[src/rtl/normalize_and_round.sv]
// normalize_and_round
//   Post-add/sub stage of the FP adder/subtractor. It takes the raw mantissa sum
//   {carry, hidden, fraction} plus guard/round/sticky, normalises it and rounds it.
//   It emits a packed IEEE-754 result with status flags.
//   - Carry-out: a single right shift.
//   - Otherwise: left shifts, one bit per cycle, until the hidden bit is set or
//     the exponent reaches 1.
//   One operation is in flight at a time; valid/ready handshakes on both sides.
//
//   Build option: FP_ROUND_NEAREST_EN
//     defined   -> round-to-nearest-even
//     undefined -> truncate; grs only feeds out_inexact
//
// Ports
//   clk, rst_n         clock, asynchronous active-low reset
//   in_valid/in_ready  input handshake; in_ready is high only while idle
//   in_sign, in_exp    result sign, biased exponent of the aligned operands
//   in_man             raw sum: [MAN_W+1] carry, [MAN_W] hidden, rest fraction
//   in_grs             guard, round, sticky from alignment
//   out_valid/out_ready  output handshake; result held until accepted
//   out_result         {sign, exp field, fraction}
//   out_ovf            overflow, result is +/-inf
//   out_uf             subnormal result
//   out_inexact        discarded bits were nonzero
module normalize_and_round #(
   parameter int EXP_W = 8,
   parameter int MAN_W = 23
) (
   input  logic                   clk,
   input  logic                   rst_n,
   input  logic                   in_valid,
   output logic                   in_ready,
   input  logic                   in_sign,
   input  logic [EXP_W-1:0]       in_exp,
   input  logic [MAN_W+1:0]       in_man,
   input  logic [2:0]             in_grs,
   output logic                   out_valid,
   input  logic                   out_ready,
   output logic [EXP_W+MAN_W:0]   out_result,
   output logic                   out_ovf,
   output logic                   out_uf,
   output logic                   out_inexact
);

   localparam int MW = MAN_W + 2;
   localparam logic [EXP_W-1:0] EXP_ONES = '1;
   localparam logic [EXP_W-1:0] EXP_ONE  = EXP_W'(1);

   typedef enum logic [1:0] {IDLE, NORM, ROUND, DONE} state_t;

   state_t            state;
   logic              sign_q;
   logic              zero_q;
   logic              ovf_q;
   logic [EXP_W-1:0]  exp_q;
   logic [MW-1:0]     man_q;
   logic [2:0]        grs_q;

   // Rounding datapath, consumed in ROUND
   logic              round_up;
   logic [MW-1:0]     man_sum;
   logic [MW-1:0]     man_rnd;
   logic [EXP_W-1:0]  exp_rnd;
   logic              ovf_rnd;
   logic [EXP_W-1:0]  field;
   logic [MAN_W-1:0]  frac;

   assign in_ready = (state == IDLE);

   always_comb begin
`ifdef FP_ROUND_NEAREST_EN
      round_up = grs_q[2] & (grs_q[1] | grs_q[0] | man_q[0]);
`else
      round_up = 1'b0;
`endif
      man_sum = man_q + {{(MW-1){1'b0}}, round_up};
      man_rnd = man_sum;
      exp_rnd = exp_q;
      ovf_rnd = ovf_q;
      // Increment rippled past the hidden bit: renormalise to 1.000...
      if (man_sum[MW-1]) begin
         man_rnd = {2'b01, {MAN_W{1'b0}}};
         exp_rnd = exp_q + 1'b1;
         if (exp_q + 1'b1 == EXP_ONES) ovf_rnd = 1'b1;
      end
      // No hidden bit means subnormal encoding; a subnormal that rounded up
      // into the hidden bit leaves NORM with exp 1, so it encodes as field 1.
      field = man_rnd[MAN_W] ? exp_rnd : '0;
      frac  = man_rnd[MAN_W-1:0];
   end

   always_ff @(posedge clk or negedge rst_n) begin
      if (!rst_n) begin
         state       <= IDLE;
         sign_q      <= 1'b0;
         zero_q      <= 1'b0;
         ovf_q       <= 1'b0;
         exp_q       <= '0;
         man_q       <= '0;
         grs_q       <= '0;
         out_valid   <= 1'b0;
         out_result  <= '0;
         out_ovf     <= 1'b0;
         out_uf      <= 1'b0;
         out_inexact <= 1'b0;
      end else begin
         case (state)
            IDLE: begin
               if (in_valid) begin
                  sign_q <= in_sign;
                  exp_q  <= in_exp;
                  man_q  <= in_man;
                  grs_q  <= in_grs;
                  zero_q <= 1'b0;
                  ovf_q  <= 1'b0;
                  if (in_man == '0 && in_grs == 3'b000) begin
                     zero_q <= 1'b1;
                     sign_q <= 1'b0;
                     state  <= ROUND;
                  end else if (in_man[MW-1]) begin
                     // Carry-out: the shifted-out LSB becomes guard, and the
                     // old round and sticky bits fold into sticky.
                     man_q <= in_man >> 1;
                     grs_q <= {in_man[0], in_grs[2], in_grs[1] | in_grs[0]};
                     exp_q <= in_exp + 1'b1;
                     ovf_q <= (in_exp == EXP_ONES) || (in_exp == EXP_ONES - 1'b1);
                     state <= ROUND;
                  end else if (in_exp == EXP_ONES) begin
                     ovf_q <= 1'b1;
                     state <= ROUND;
                  end else begin
                     // Exponent 0 normalises as 1 (subnormal floor)
                     if (in_exp == '0) exp_q <= EXP_ONE;
                     state <= NORM;
                  end
               end
            end
            NORM: begin
               if (man_q[MAN_W] || exp_q <= EXP_ONE) begin
                  state <= ROUND;
               end else begin
                  // Shift in guard; sticky replicates into the vacated slot
                  man_q <= {man_q[MW-2:0], grs_q[2]};
                  grs_q <= {grs_q[1], grs_q[0], grs_q[0]};
                  exp_q <= exp_q - 1'b1;
               end
            end
            ROUND: begin
               out_inexact <= |grs_q;
               out_valid   <= 1'b1;
               state       <= DONE;
               if (zero_q) begin
                  out_result <= '0;
                  out_ovf    <= 1'b0;
                  out_uf     <= 1'b0;
               end else if (ovf_rnd) begin
                  out_result <= {sign_q, EXP_ONES, {MAN_W{1'b0}}};
                  out_ovf    <= 1'b1;
                  out_uf     <= 1'b0;
               end else begin
                  out_result <= {sign_q, field, frac};
                  out_ovf    <= 1'b0;
                  out_uf     <= (field == '0) && (frac != '0);
               end
            end
            DONE: begin
               if (out_ready) begin
                  out_valid <= 1'b0;
                  state     <= IDLE;
               end
            end
            default: state <= IDLE;
         endcase
      end
   end

endmodule

[config.mk]
export PLATFORM = sky130hd
export DESIGN_NAME = normalize_and_round
export DESIGN_NICKNAME = d
export VERILOG_FILES = /design/src/rtl/normalize_and_round.sv
export SDC_FILE = /design/constraint.sdc
export NUM_CORES = 1
export LEC_CHECK = 0
export CORE_ASPECT_RATIO = 1.75
export CORE_MARGIN = 10
export CORE_UTILIZATION = 35
export DETAILED_ROUTE_END_ITERATION = 10
export PLACE_DENSITY_LB_ADDON = 0.12
export SLEW_MARGIN = 20
export SYNTH_ARGS = -nofsm -noshare
export SYNTH_HDL_FRONTEND = slang
export SYNTH_SLANG_ARGS = --single-unit
[constraint.sdc]
create_clock -name clk -period 1.89 [get_ports clk]
set_input_delay 0.189 -clock clk [delete_from_list [all_inputs] [get_ports clk]]
set_output_delay 0.189 -clock clk [all_outputs]
set_load 0.01 [all_outputs]
After elaboration in Yosys (flattened, before gate mapping)
Index checks and enable logic that the tools add are counted.
{"block": "op_classes", "addsub": 3, "order_cmp": 1, "eq_ne": 10, "mux": 42, "n_bitwise": 2, "n_reduce_logical": 18}
{"op": "two-way mux 25 bit", "count": 3}
{"op": "two-way mux 8 bit", "count": 8}
{"op": "one-hot mux 25 bit (2 select lines)", "count": 1}
{"op": "two-way mux 24 bit", "count": 2}
{"op": "two-way mux 32 bit", "count": 1}
{"op": "two-way mux 31 bit", "count": 1}
{"op": "zero test 25 bit", "count": 1}
{"op": "== test 8 bit, second input constant", "count": 3}
{"op": "nonzero test 23 bit", "count": 1}
{"op": "adder 8 x 1 -> 8 bit, second input constant", "count": 2}
{"op": "zero test 8 bit", "count": 2}
{"op": "one-hot mux 8 bit (2 select lines)", "count": 1}
{"op": "two-way mux 1 bit", "count": 12}
{"op": "two-way mux 2 bit", "count": 6}
{"op": "two-way mux 3 bit", "count": 4}
{"op": "AND reduction 3 bit", "count": 3}
{"op": "<= comparator 8 x 1 -> 1 bit, second input constant", "count": 1}
{"op": "!= test 2 bit, second input constant", "count": 4}
{"op": "one-hot mux 2 bit (4 select lines)", "count": 1}
{"op": "subtractor 8 x 1 -> 8 bit, second input constant", "count": 1}
{"op": "one-hot mux 3 bit (2 select lines)", "count": 1}
{"op": "== test 2 bit, second input constant", "count": 2}
{"op": "AND reduction 2 bit", "count": 2}
{"op": "nonzero test 2 bit", "count": 2}
{"op": "other kinds (9)", "count": 11}
{"block": "totals", "reg_bits": 77, "inputBits": 41, "output_inout_bits": 37, "word_cells": 89}

Longest topological paths before layout
{"block": "logic_depth", "word_depth": 7, "ltp_mapped": 9, "mapped_depth_nobuf": 7}

Worst setup path after synthesis
OpenSTA, ideal clock, no wires.
{"block": "synth_timing", "path_type": "reg2reg", "from": "register exp_q[0]", "to": "register exp_q[6]", "setup_time_ns": 0.121, "arrival_ns": 1.779, "required_time_ns": 1.769, "path_slack_ns": -0.010, "stages_incl_launch_ff": 9, "n_path_buf": 1, "synth_period_minus_slack_ns": 1.900, "cell_sequence": "dfrtp_1 > buf_6 > inv_1 > ha_1 > inv_1 > or3_1 > or3_1 > a2bb2oi_1 > o22a_1"}
{"block": "synth_via", "elab_chain_cells": 4, "word_cells_on_any_way": 7, "classes_between": "1 x add/sub; 1 x order compare; 1 x eq/ne; 2 x mux; 2 x reduce/logical"}
{"item": "from (decl)", "line_no": "55", "text": "logic [EXP_W-1:0] exp_q;"}
{"item": "from (signal assigned)", "line_no": "111", "text": "exp_q <= in_exp;"}
{"item": "from (signal assigned)", "line_no": "125", "text": "exp_q <= in_exp + 1'b1;"}
{"item": "from (signal assigned)", "line_no": "145", "text": "exp_q <= exp_q - 1'b1;"}
{"item": "<= comparator 8 x 1 -> 1 bit", "line_no": "139", "text": "if (man_q[MAN_W] || exp_q <= EXP_ONE) begin"}
{"item": "logical OR 1 bit", "line_no": "139"}
{"item": "!= test 2 bit (no line)"}
{"item": "AND reduction 3 bit (no line)"}
Several ways; a longest one is shown, not always the timed one. The select of a mux whose other input is x is not followed.
A chain may end at the register's enable or synchronous reset.

Worst setup path after layout
{"block": "layout_timing", "from": "register exp_q[0]", "to": "register out_result[19]"}
{"block": "layout_via", "elab_chain_cells": 6}
{"item": "adder 8 x 1 -> 8 bit", "line_no": "84", "text": "if (exp_q + 1'b1 == EXP_ONES) ovf_rnd = 1'b1;"}
{"item": "== test 8 bit", "line_no": "84"}
{"item": "two-way mux 1 bit", "line_no": "84"}
{"item": "two-way mux 1 bit", "line_no": "81", "text": "if (man_sum[MW-1]) begin"}
{"item": "two-way mux 31 bit", "line_no": "156", "text": "end else if (ovf_rnd) begin"}
{"item": "two-way mux 32 bit", "line_no": "152", "text": "if (zero_q) begin"}
{"item": "to (signal assigned)", "line_no": "157", "text": "out_result <= {sign_q, EXP_ONES, {MAN_W{1'b0}}};"}
{"item": "to (signal assigned)", "line_no": "161", "text": "out_result <= {sign_q, field, frac};"}
{"item": "to (decl)", "line_no": "39", "text": "output logic [EXP_W+MAN_W:0] out_result,"}
No other way between the ends.

==> results.tsv <==
stage	metric	value	unit
critical_path	critPathMaxFanout	6	
global_route	grt_pass1_vias	4111	
sta	tightest_slew	527	ps
yosys	syn_nets	505	
critical_path	crit_required	2170	ps
floorplanning	start_util	35.5	%
yosys	synth_flop_cell	dfrtp_1	
power	intPower	5.98	mW
min_path	min_path_type	in2async	
cells_and_area	num_antenna_cells	0	
yosys	synthTopCellsByCount	dfrtp_1, nor2_1, nand2_1	
critical_path	cp-end-kind	flip-flop	
cells_and_area	final_cells	756	
clock_tree	htreeDepth	3	
power	sw_frac_of_total	39.6	%
global_route	antenna_found_initial	0	
cells_and_area	regArea	1930	um2
critical_path	cp-start-kind	flip-flop	
sta	clock.fmax	0.535	GHz
yosys	syn_area	4270	um2
sta	period_share	99.0	%
cells_and_area	finish.instance_area	6140	um2
sta	finClkSkew	7.15	ps
yosys	async_flop_share	100	%
cells_and_area	multiInputGateArea	2170	um2
drt	drtIter0Drc	139	
placement	gp_congestion	0.873	
sta	fin_tns_setup	0	ps
clock_tree	cts_tree	built	
yosys	yosys_register_bits	77	
yosys	yosys_warnings	0	
yosys	syn_area_per_cell	9.42	um2
drt	viasPerCell	5.26	
yosys	synth_cells	453	
critical_path	worst-r2r-setup-slack	20	ps
floorplanning	die_x	103	um
power	power_frac_comb	50.9	%
sta	drv_slew	0	
placement	dp_cells	733	
status	status	finished clean	
yosys	yosysTopAreaCell	dfrtp_1	
placement	io_buffers	77	
critical_path	critPathArrivalTime	2150	ps
drt	drt-met1-wl	5090	um
yosys	synth.most_common_cell	dfrtp_1	
global_route	grt_pass1_wl	21300	um
run	drv_cap	0	
yosys	yosysSeqAreaShare	45.2	%
power	clockPowerShare	18.2	%
drt	post_drt_wl_per_cell	18.2	um
floorplanning	io_pins	78	
drt	routed_wl	13800	um
sta	rsz0062_at_grt	true	
critical_path	r2r_cells	8	
sta	slew_headroom	64.9	%
power	p_leak	2.69	nW
global_route	grt-ovfl-total	0	
clock_tree	root_buffer	clkbuf_16	
yosys	synth_edf_count	0	
cells_and_area	syn_to_final_growth	44.1	%
power	ir_worst_vdd	694	uV
drt	firstDrtPassIters	4	
floorplanning	rows	53	
clock_tree	cts_inserted_buffers	9	
cells_and_area	finalCoreUtilization	51.2	%
cells_and_area	drive_gt1_share	20.0	%
drt	highest_layer	met4	
drt	wl_met2	7860	um
yosys	yosysTopAreaCellShare	45.2	%
sta	setup_viol	0	
critical_path	reg2reg_from	exp_q[0]	
yosys	synth_area_leaders	dfrtp_1, mux2i_1, a22o_1, a21oi_1, o21ai_0	
power	seq_power_share	30.9	%
drt	antenna_left	0	
power	powerDensity	1610	nW/um2
critical_path	worstSetupPathType	reg2reg	
floorplanning	core_area	12000	um2
sta	finalCriticalPeriod	1870	ps
global_route	grt_max_degree	38	
floorplanning	die_y	166	um
clock_tree	insertion_delay	340	ps
cells_and_area	nets	638	
clock_tree	clock-sinks	77	
drt	drc_errors	0	
sta	hold_viol	0	
floorplanning	die_area	17200	um2
yosys	synth.distinct_cells	53	
cells_and_area	nFillCells	1144	
placement	placed_area	5660	um2
power	switchingPower	3.93	mW
drt	vias	3976	
critical_path	rr_endpoint	out_result[19]	
drt	wl_met3	522	um
placement	place.detailed.hpwl	10100	um
clock_tree	clockBufferDepth	2	
global_route	grt_use_total	15.9	%
clock_tree	cts.clk_slew.worst_paths	60	ps
cells by family after synthesis:
logic type / after synthesis / share of synthesized area, %
adder cells (fa/ha/maj): 11 / 3.23
XOR/XNOR: 7 / 1.61
AO/OA/AOI/OAI: 145 / 22.4
buffers and inverters: 46 / 5.37
multiplexers: 27 / 6.37
AND/OR/NAND/NOR: 140 / 15.9
flip-flops: 77 / 45.2
layout by cell type, fill, tap and decap left out, types with 4 or more instances in the layout:
cell / synthesis / final
clkbuf_16: 0 / 11
buf_4: 2 / 66
dfrtp_2: 0 / 5
clkdlybuf4s50_1: 0 / 73
dfrtp_1: 77 / 72
nor4_1: 12 / 12
nor3_1: 9 / 8
o21ai_0: 35 / 34
a22o_1: 24 / 24
nand2b_1: 5 / 5
nand3_1: 6 / 6
inv_2: 0 / 5
nor2_1: 44 / 44
nand4_1: 8 / 8
o22ai_1: 5 / 5
mux2i_1: 26 / 26
o2bb2ai_1: 10 / 10
o31ai_1: 5 / 5
inv_1: 13 / 7
ha_1: 11 / 7
or3_1: 4 / 4
nand2_1: 41 / 41
a21oi_1: 39 / 39
buf_12: 0 / 6
o21ai_1: 4 / 5
repair_timing:
action,in CTS,in global routing
setup endpoints to repair,5,40
hold buffers,1,0
gates resized for setup,6,16
hold endpoints to repair,35,0
buffers inserted,1,2
pin swaps,1,11
gates cloned,0,3
power groups by stage:
| stage | clock (mW) | sequential (mW) | combinational, mW |
|---|---|---|---|
| 4_1_cts | 1.84 | 3.05 | 4.79 |
| 5_1_grt | 1.91 | 3.18 | 5.56 |
| 3_3_place_gp | 0 | 3.05 | 4.64 |
| 3_5_place_dp | 0 | 3.07 | 4.73 |
| 6_report | 1.81 | 3.07 | 5.04 |
| 2_1_floorplan | 0 | 3.02 | 2.69 |
sequential cells by signal (all words and copies together), names as in the netlist:
name	flops
out_ovf	1
grs_q	3
man_q	25
out_uf	1
zero_q	1
ovf_q	1
out_inexact	1
out_result	32
sign_q	1
state	2
out_valid	1
exp_q	8
how the worst max path moves through the flow:
stage	from	end	slack [ps]	cells after the start
floorplan	exp_q[0]	exp_q[6]	10	8
global placement	in_man[2]	state[0]	-240	8
detailed placement	in_man[2]	exp_q[1]	-320	8
CTS	exp_q[2]	man_q[14]	8	6
global route	exp_q[0]	out_result[0]	-40	8
finish	exp_q[0]	out_result[19]	20	8
worst max-delay path: stages (launching register included):
cell	delay [ps]
dfrtp_2	470
ha_4	200
xnor2_2	120
nor2_1	50
a41o_1	290
nor3_4	230
buf_12	150
clkbuf_16	150
a22o_1	120
per-layer routing:
| metal | vias up | track usage (%) |
|---|---|---|
| li1 | 1930 | - |
| met1 | 1941 | 16.6 |
| met2 | 80 | 29.6 |
| met3 | 25 | 2.67 |
| met4 | 0 | 6.50 |
| met5 | - | 0 |
area by class of cell:
cell class,instances,area share (%)
clock buffer,10,3.89
clock inverter,6,1.14
inverter,14,0.896
multi-input combinational,330,35.4
sequential,77,31.5
tap,165,3.36
timing repair buffer,154,23.9
stage by stage:
step | power [mW] | worst slack [ps] | hold slack, ps
floorplan | 5.71 | 12.4 | -107
global placement | 7.68 | -244 | 201
detailed placement | 7.79 | -315 | 202
CTS | 9.67 | 8.46 | 383
global route | 10.6 | -42.8 | 422
finish | 9.91 | 19.3 | 370
No activity file was read; power rests on OpenSTA's default activity.
